$ cat src/rtl/skid_pkg.sv
// skid_pkg: shared state encoding, counter width and next-state rule for the skid buffer
package skid_pkg;

    typedef enum logic [1:0] {
        EMPTY = 2'b00,
        ONE   = 2'b01,
        FULL  = 2'b10
    } skid_state_t;

    localparam int CNT_W = 16;

    // Any encoding outside the three legal states falls back to EMPTY
    function automatic skid_state_t skid_next_state(input skid_state_t state, input logic push, input logic pop);
        case (state)
            EMPTY:   return push ? ONE : EMPTY;
            ONE:     return (push && !pop) ? FULL : (pop && !push) ? EMPTY : ONE;
            FULL:    return pop ? ONE : FULL;
            default: return EMPTY;
        endcase
    endfunction

endpackage

$ cat src/rtl/skid_xfer_cnt.sv
// skid_xfer_cnt: wrapping transfer counter, bumps once per completed output transfer
module skid_xfer_cnt
    import skid_pkg::*;
(
    input  logic             clk,
    input  logic             rst_n,
    input  logic             inc,
    output logic [CNT_W-1:0] cnt
);

    always_ff @(posedge clk or negedge rst_n) begin
        if (!rst_n) cnt <= '0;
        else        cnt <= cnt + CNT_W'(inc);
    end

endmodule

$ cat src/rtl/intf_skid_buf.sv
// intf_skid_buf: two-entry registered skid buffer with transfer count and constant instance ID.
// Optional even-parity sideband on the head entry when SKID_PARITY_EN is defined.
module intf_skid_buf
    import skid_pkg::*;
#(
    parameter int WIDTH = 8,
    parameter int ID    = 0
) (
    input  logic             clk,
    input  logic             rst_n,
    input  logic             in_valid,
    output logic             in_ready,
    input  logic [WIDTH-1:0] in_data,
    output logic             out_valid,
    input  logic             out_ready,
    output logic [WIDTH-1:0] out_data,
    output logic [CNT_W-1:0] xfer_cnt,
    output logic [7:0]       id_o
`ifdef SKID_PARITY_EN
    ,
    output logic             out_par
`endif
);

`ifdef SKID_PARITY_EN
    localparam int EW = WIDTH + 1;
`else
    localparam int EW = WIDTH;
`endif

    skid_state_t state, state_nxt;
    logic [EW-1:0] head, tail, din;
    logic push, pop, load_head, head_from_tail, load_tail;

`ifdef SKID_PARITY_EN
    assign din     = {^in_data, in_data};
    assign out_par = head[WIDTH];
`else
    assign din = in_data;
`endif

    assign out_data = head[WIDTH-1:0];
    assign id_o     = 8'(ID);

    always_ff @(posedge clk or negedge rst_n) begin
        if (!rst_n) state <= EMPTY;
        else        state <= state_nxt;
    end

    // Handshake flags decode the state register only, so in_ready never sees out_ready
    always_comb begin
        out_valid      = (state == ONE) || (state == FULL);
        in_ready       = (state == EMPTY) || (state == ONE);
        push           = in_valid && in_ready;
        pop            = out_valid && out_ready;
        state_nxt      = skid_next_state(state, push, pop);
        load_head      = ((state == EMPTY) && push) || ((state == ONE) && push && pop) || ((state == FULL) && pop);
        head_from_tail = (state == FULL);
        load_tail      = (state == ONE) && push && !pop;
    end

    always_ff @(posedge clk or negedge rst_n) begin
        if (!rst_n) begin
            head <= '0;
            tail <= '0;
        end else begin
            if (load_head) head <= head_from_tail ? tail : din;
            if (load_tail) tail <= din;
        end
    end

    skid_xfer_cnt u_cnt (
        .clk   (clk),
        .rst_n (rst_n),
        .inc   (pop),
        .cnt   (xfer_cnt)
    );

endmodule

$ cat config.mk
export PLATFORM = sky130hd
export DESIGN_NAME = intf_skid_buf
export DESIGN_NICKNAME = d
export VERILOG_FILES = /design/src/rtl/skid_pkg.sv /design/src/rtl/skid_xfer_cnt.sv /design/src/rtl/intf_skid_buf.sv
export SDC_FILE = /design/constraint.sdc
export NUM_CORES = 1
export LEC_CHECK = 0
export BUFFER_PORTS_ARGS = -buffer_cell sky130_fd_sc_hd__buf_2
export CORE_MARGIN = 3
export CORE_UTILIZATION = 42
export CTS_CLUSTER_SIZE = 25
export DETAILED_ROUTE_END_ITERATION = 8
export PLACE_DENSITY = 0.67
export SLEW_MARGIN = 20
export SYNTH_ARGS = -nofsm -noshare
export SYNTH_HDL_FRONTEND = slang
export SYNTH_SLANG_ARGS = --single-unit
$ cat constraint.sdc
create_clock -name clk -period 3.32 [get_ports clk]
set_clock_uncertainty 0.15 [all_clocks]
set_input_delay 0.332 -clock clk [delete_from_list [all_inputs] [get_ports clk]]
set_output_delay 0.332 -clock clk [all_outputs]
set_load 0.005 [all_outputs]
==> results.txt, run 1 <==
Run status -> finished, final reports clean
# resized after CTS -> 0
Worst EP arrival -> 2.16 ns
Worst-Margin Slew -> 0.741 ns
Core outline area -> 3520 µm²
Syn Inst Count -> 135
Worst-case hold slack -> 0.146 ns
Boundary pin count -> 46
Reg-to-Reg End -> u_cnt.cnt[12]
Maximum operating frequency -> 465 MHz
Post-CTS Setup Inserts -> 0
PwrDens -> 826 nW/µm²
Critical Path End Type -> flip-flop
Worst Hold Class -> in2reg
Max_slew headroom -> 50.6%
Vias -> 1090
Period utilization -> 64.7%
Leakage power -> 0.990 nW
Internal power -> 1.06 mW
R2R Setup Slk -> 1.17 ns
Syn_area_per_cell -> 12.0 µm²
Slew Viols, Final -> 0
Sw Pwr -> 529 µW
Clk pwr share -> 23.8%
Port-buffer cells -> 37
DR vias/cell -> 4.89
Place WS -> 1.18 ns
Logic gate share of total power -> 34.3%
Clock Sink Count -> 34
Crit Reg-Reg Startpoint -> state[1]
Vias in the first global route -> 1075
# setup viols final -> 0
Die X -> 68.1 µm
Seq/Total Area, Yosys -> 52.6%
Distinct cells, synth -> 28
DRT Pass-1 Iters -> 4
Startpoint Class -> flip-flop
DR WL/cell -> 13.2 µm
Tot Pwr -> 1.59 mW
Wirelength, routed -> 2.94 mm
RSZ-0062 raised after global routing -> false
Area grow syn2layout -> 19.1%
Site Rows -> 21
Proportion of layout cells with a drive suffix above 1 -> 33.3%
DIE AREA -> 4630 µm²
Clock root buffer -> clkbuf_8
TritonCTS clock tree -> built
Sequential power share -> 42.0%
Largest net degree at the start of global routing -> 35
H-tree depth -> 2
GRT overflow -> 0
Die height -> 68.1 µm
Final RePlAce weighted congestion -> 0.752
Sw Share -> 33.3%
Setup TNS Final -> 0 ns
Initial Utilization -> 45.9%
ANT nets after route -> 0
R2R cell count -> 9
Worst setup path endpoint -> u_cnt.cnt[12]
Final #Nets -> 195
GRT Overall Usage -> 14.8%
Tmin final -> 2.15 ns
Final Hold Viols -> 0
ANT cells -> 0
Clock Latency Late Sink -> 0.28 ns
Max Cap Viol -> 0
Post-DP HPWL -> 2.21 mm
Num CTS Buffers -> 5
DRC Markers -> 0
Final setup margin -> 1.17 ns
Worst EP required -> 3.34 ns
First-pass GRT wire length -> 4.95 mm
Reg clk slew, reported paths -> 0.06 ns
Cell Area, Synth -> 1620 µm²
CP Launch Point -> state[1]
Worst VDD drop -> 0.000429 V
Final design utilization -> 54.7%
DR iter-0 viols -> 38
Initial antenna violation count -> 0
Seq cells post-synth -> 34
CP max FO -> 4
Yosys warns -> 0
Max clock buf depth -> 2
Kind of critical path -> reg2reg
## registers in the layout, indices dropped and copies added, names as in the netlist
register / cells
out_data: 8
state: 2
u_cnt.cnt: 16
tail: 8
## metrics by stage
stage / area [µm²] / cells
after floorplan: 1640 / 142
after global placement: 1800 / 215
after detailed placement: 1800 / 215
after CTS: 1930 / 223
after global routing: 1930 / 223
final: 1930 / 223
## cells in the mapped netlist
cell	instances	area, µm²
a31o_1	1	8.76
mux2i_1	8	80.1
nor4_4	1	21.3
nand4_2	1	12.5
conb_1	1	3.75
xnor2_1	8	70.1
o21ai_1	8	40.0
nor2_1	3	11.3
nor3_2	1	10.0
and3_1	1	6.26
nand3b_1	1	7.51
or3_1	1	6.26
dfrtp_1	34	851
mux2_2	8	90.1
nand2b_1	1	6.26
buf_6	2	22.5
nand3_2	2	20.0
nand4_1	2	12.5
a22oi_4	1	21.3
ha_1	6	75.1
xor2_1	6	52.6
inv_1	5	18.8
or2_2	1	6.26
nand3_1	7	35.0
buf_4	8	60.1
nand2_1	13	48.8
nor3_1	2	10.0
a21oi_1	2	10.0
## placed cells by master (no fill, tap or decap)
cell type | netlist | routed
a21oi_1 | 2 | 2
a22oi_4 | 1 | 1
a31o_1 | 1 | 1
and3_1 | 1 | 1
buf_2 | 0 | 37
bufinv_16 | 0 | 1
clkbuf_8 | 0 | 6
conb_1 | 1 | 8
dfrtp_1 | 34 | 34
dlygate4sd3_1 | 0 | 1
ha_1 | 6 | 6
inv_1 | 5 | 5
mux2_2 | 8 | 8
mux2i_1 | 8 | 8
nand2_1 | 13 | 13
nand2b_1 | 1 | 1
nand3_1 | 7 | 7
nand3_2 | 2 | 2
nand3b_1 | 1 | 1
nand4_1 | 2 | 2
nand4_2 | 1 | 1
nor2_1 | 3 | 3
nor3_1 | 2 | 2
nor3_2 | 1 | 1
nor4_4 | 1 | 1
o21ai_1 | 8 | 8
or2_2 | 1 | 1
or3_1 | 1 | 1
xnor2_1 | 8 | 8
xor2_1 | 6 | 6
## power groups by stage
| stage | clock [mW] | combinational [mW] | sequential [mW] |
|---|---|---|---|
| final | 0.378 | 0.545 | 0.668 |
| after floorplan | 0 | 0.383 | 0.660 |
| after CTS | 0.391 | 0.560 | 0.668 |
| after detailed placement | 0 | 0.559 | 0.673 |
| after global routing | 0.410 | 0.621 | 0.688 |
| after global placement | 0 | 0.525 | 0.662 |
## metal layers
layer  global-route usage [%]  up-vias  routed length, µm
li1                         -      523                  -
met1                     17.6      520               1250
met2                     23.5       38               1410
met3                     4.43        9                216
met4                     8.44        0                 69
met5                        0        -                  0
## worst min path at each step
stage                from      endpoint  slack, ns  depth (start not counted)
2_1_floorplan       rst_n   out_data[0]      -0.11                          0
3_3_place_gp        rst_n  u_cnt.cnt[4]       0.27                          1
3_5_place_dp        rst_n  u_cnt.cnt[6]       0.29                          1
4_1_cts        in_data[0]       tail[0]       0.14                          2
5_1_grt        in_data[2]       tail[2]       0.14                          2
6_report       in_data[0]       tail[0]       0.15                          2
## area by class of cell
| type | instances | area [µm²] |
|---|---|---|
| clock buffers | 6 | 82.6 |
| repair buffers | 38 | 195 |
| fillers | 326 | 1590 |
| inverters | 5 | 18.8 |
| flip-flops and latches | 34 | 851 |
| well taps | 46 | 57.6 |
| multi-input cells | 93 | 692 |
| clock inverters | 1 | 30.0 |
## what timing repair did
action,in CTS,in global routing
endpoints found under the hold margin,34,0
hold buffers,1,0
endpoints found under the setup margin,0,0
## worst max-delay path, cell delays in order, from the launching register on
cell and delay (ns):
dfrtp_1 0.39, inv_1 0.08, ha_1 0.36, nand3_2 0.15, inv_1 0.08, ha_1 0.23, nand2_1 0.10, nor3_2 0.23
nand3_1 0.13, xnor2_1 0.14
## cell families after synthesis
family          after synthesis  share of synthesized area [%]
simple gates                 37                           13.2
mux                          16                           10.5
flops                        34                           52.6
compound gates               12                           4.95
xor+xnor                     14                           7.58
buf+inv                      15                           6.26
other cells                   1                          0.232
fa+ha+maj                     6                           4.64
Power figures use the tool's default switching activity.
==> run 2: changes to the inputs <==
PLACE_DENSITY = 0.69   (was 0.67)
clock period = 1.84 ns   (was 3.32 ns; I/O delays follow)
==> results.txt, run 2 (synthesis results as in run 1) <==
H-tree depth -> 2 (unchanged)
# setup viols final -> 0 (unchanged)
Largest net degree at the start of global routing -> 35 (unchanged)
Proportion of layout cells with a drive suffix above 1 -> 41.6% (+8.3 points)
Largest Register -> u_cnt.cnt
RSZ-0062 raised after global routing -> true
First-pass GRT wire length -> 5.71 mm (+15%)
Most frequent cells in the layout -> buf_2, dfrtp_1, nand2_1, buf_4, dlygate4sd3_1
GRT Overall Usage -> 16.7% (+1.9 points)
Wirelength, routed -> 3.25 mm (+10%)
Kind of critical path -> reg2reg
Final #Nets -> 214 (+9.7%)
Maximum operating frequency -> 549 MHz (+18%)
Reg clk slew, reported paths -> 0.07 ns (about the same)
DIE AREA -> 4630 µm² (unchanged)
Worst-Margin Slew -> 0.747 ns (+0.00556 ns)
ANT cells -> 0 (unchanged)
Startpoint Class -> flip-flop
Max_slew headroom -> 50.2% (-0.37 points)
DR WL/cell -> 13.4 µm (+1.2%)
Worst EP required -> 1.85 ns (-1.49 ns)
Num CTS Buffers -> 5 (unchanged)
Slew Viols, Final -> 0 (unchanged)
Worst VDD drop -> 0.000712 V (+66%)
Port-buffer cells -> 37 (unchanged)
Max clock buf depth -> 2 (unchanged)
Vias in the first global route -> 1275 (+19%)
Filler cell count -> 309 (-5.2%)
Global-route met3 utilization -> 4.60% (+0.16 points)
DRT Pass-1 Iters -> 4 (unchanged)
Tmin final -> 1.82 ns (-0.326 ns)
Run status -> finished, final reports clean
Site Rows -> 21 (unchanged)
CP max FO -> 3 (-1)
Cells along the critical path -> inv_2, ha_4, nand3_4, inv_2, ha_4, nand2_4, or3_4, xnor2_2
PwrDens -> 1470 nW/µm² (+78%)
Worst-case hold slack -> 0.127 ns (-0.0186 ns)
Most common cell after layout, fill and taps aside -> buf_2
Final design utilization -> 61.7% (+7.0 points)
Met1 Use GR -> 19.8% (+2.2 points)
Period utilization -> 99.1% (+34 points)
Critical Path End Type -> flip-flop
TritonCTS clock tree -> built
Clock Latency Late Sink -> 0.29 ns (about the same)
Leakage power -> 1.11 nW (+12%)
CP bufs+invs -> 2 (unchanged)
DR iter-0 viols -> 34 (-11%)
Clock root buffer -> clkbuf_8
Die X -> 68.1 µm (unchanged)
Vias -> 1176 (+7.9%)
Die height -> 68.1 µm (unchanged)
Initial Utilization -> 45.9% (unchanged)
Area grow syn2layout -> 34.3%
GRT overflow -> 0 (unchanged)
Max reg flops -> 16 (unchanged)
Worst EP arrival -> 1.84 ns (-0.32 ns)
Worst Hold Class -> in2reg
GR peak layer -> met2
M2 GR Usage -> 27.9% (+4.5 points)
Initial antenna violation count -> 0 (unchanged)
Boundary pin count -> 46 (unchanged)
Tot Pwr -> 3.19 mW (+100%)
Place WS -> -0.0132 ns (-1.20 ns)
Max Cap Viol -> 0 (unchanged)
Final RePlAce weighted congestion -> 0.847 (+13%)
DR vias/cell -> 4.84 (-0.99%)
Final Hold Viols -> 0 (unchanged)
CP max-delay cell -> dfrtp_1
Crit-path leading delay family -> simple AND/OR/NAND/NOR gates
Final setup margin -> 0.0174 ns (-1.15 ns)
Post-DP HPWL -> 2.30 mm (+3.8%)
Slowest stage delay, CP -> 0.37 ns (-0.02 ns)
ANT nets after route -> 0 (unchanged)
Core outline area -> 3520 µm² (unchanged)
DRC Markers -> 0 (unchanged)
Setup TNS Final -> 0 ns (unchanged)
Clock Sink Count -> 34 (unchanged)
## run 2: cell count changes in the layout (fill, tap and decap cells not counted), moves of 2 or more
cell,previous run,this run
buf_4,0,10
dlygate4sd3_1,1,9
ha_1,6,2
ha_2,0,2
ha_4,0,2
inv_1,5,2
inv_2,0,3
## run 2: layout make-up
| class | instances | area, µm² | share of cell area, % |
|---|---|---|---|
| Clock buffer | 6 | 72.6 | 3.34 |
| Clock inverter | 2 | 37.5 | 1.73 |
| Inverter | 5 | 18.8 | 0.864 |
| Multi-Input combinational cell | 93 | 766 | 35.2 |
| Sequential cell | 34 | 851 | 39.1 |
| Tap cell | 46 | 57.6 | 2.65 |
| Timing Repair Buffer | 57 | 370 | 17.0 |
## run 2: path summary, 6_finish.rpt
kind / from / to / slack [ns] / cells after the start
max: state[1] / u_cnt.cnt[6] / 0.02 / 8
min: out_ready / state[1] / 0.13 / 3
max reg2reg: state[1] / u_cnt.cnt[6] / 0.02 / 8
min reg2reg: u_cnt.cnt[15] / u_cnt.cnt[15] / 0.32 / 1
max in group asynchronous: rst_n / u_cnt.cnt[0] / 0.71 / 2
min in group asynchronous: rst_n / out_data[0] / 0.34 / 2
## run 2: timing repair
action,4_1_cts,5_1_grt
endpoints found under the hold margin,42,0
hold buffers,9,0
pin swaps,3,10
setup endpoints to repair,4,9
resized for setup,3,8
gates cloned,0,0
setup buffers,3,1
## run 2: worst register-to-register path, delay by kind of cell (launching register included)
kind,cells,cell delay [ns]
adders and majority gates,2,0.43
buffers and inverters,2,0.13
and+or+nand+nor,3,0.49
DFF,1,0.37
xor gates and xnor gates,1,0.13
## run 2: metrics by stage
step	std cells	instance area, µm²
global placement	223	1910
global route	243	2170
detailed placement	223	1910
floorplan	142	1670
finish	243	2170
CTS	243	2130
## run 2: where the power goes
| part | internal (mW) | switching [mW] |
|---|---|---|
| logic | 0.703 | 0.594 |
| clock network | 0.404 | 0.268 |
| registers | 1.01 | 0.208 |
## run 2: layer usage
layer  vias up  routed length, µm
met5         -                  0
met4         0                 60
met3         8                161
met2        27               1630
met1       576               1400
li1        565                  -
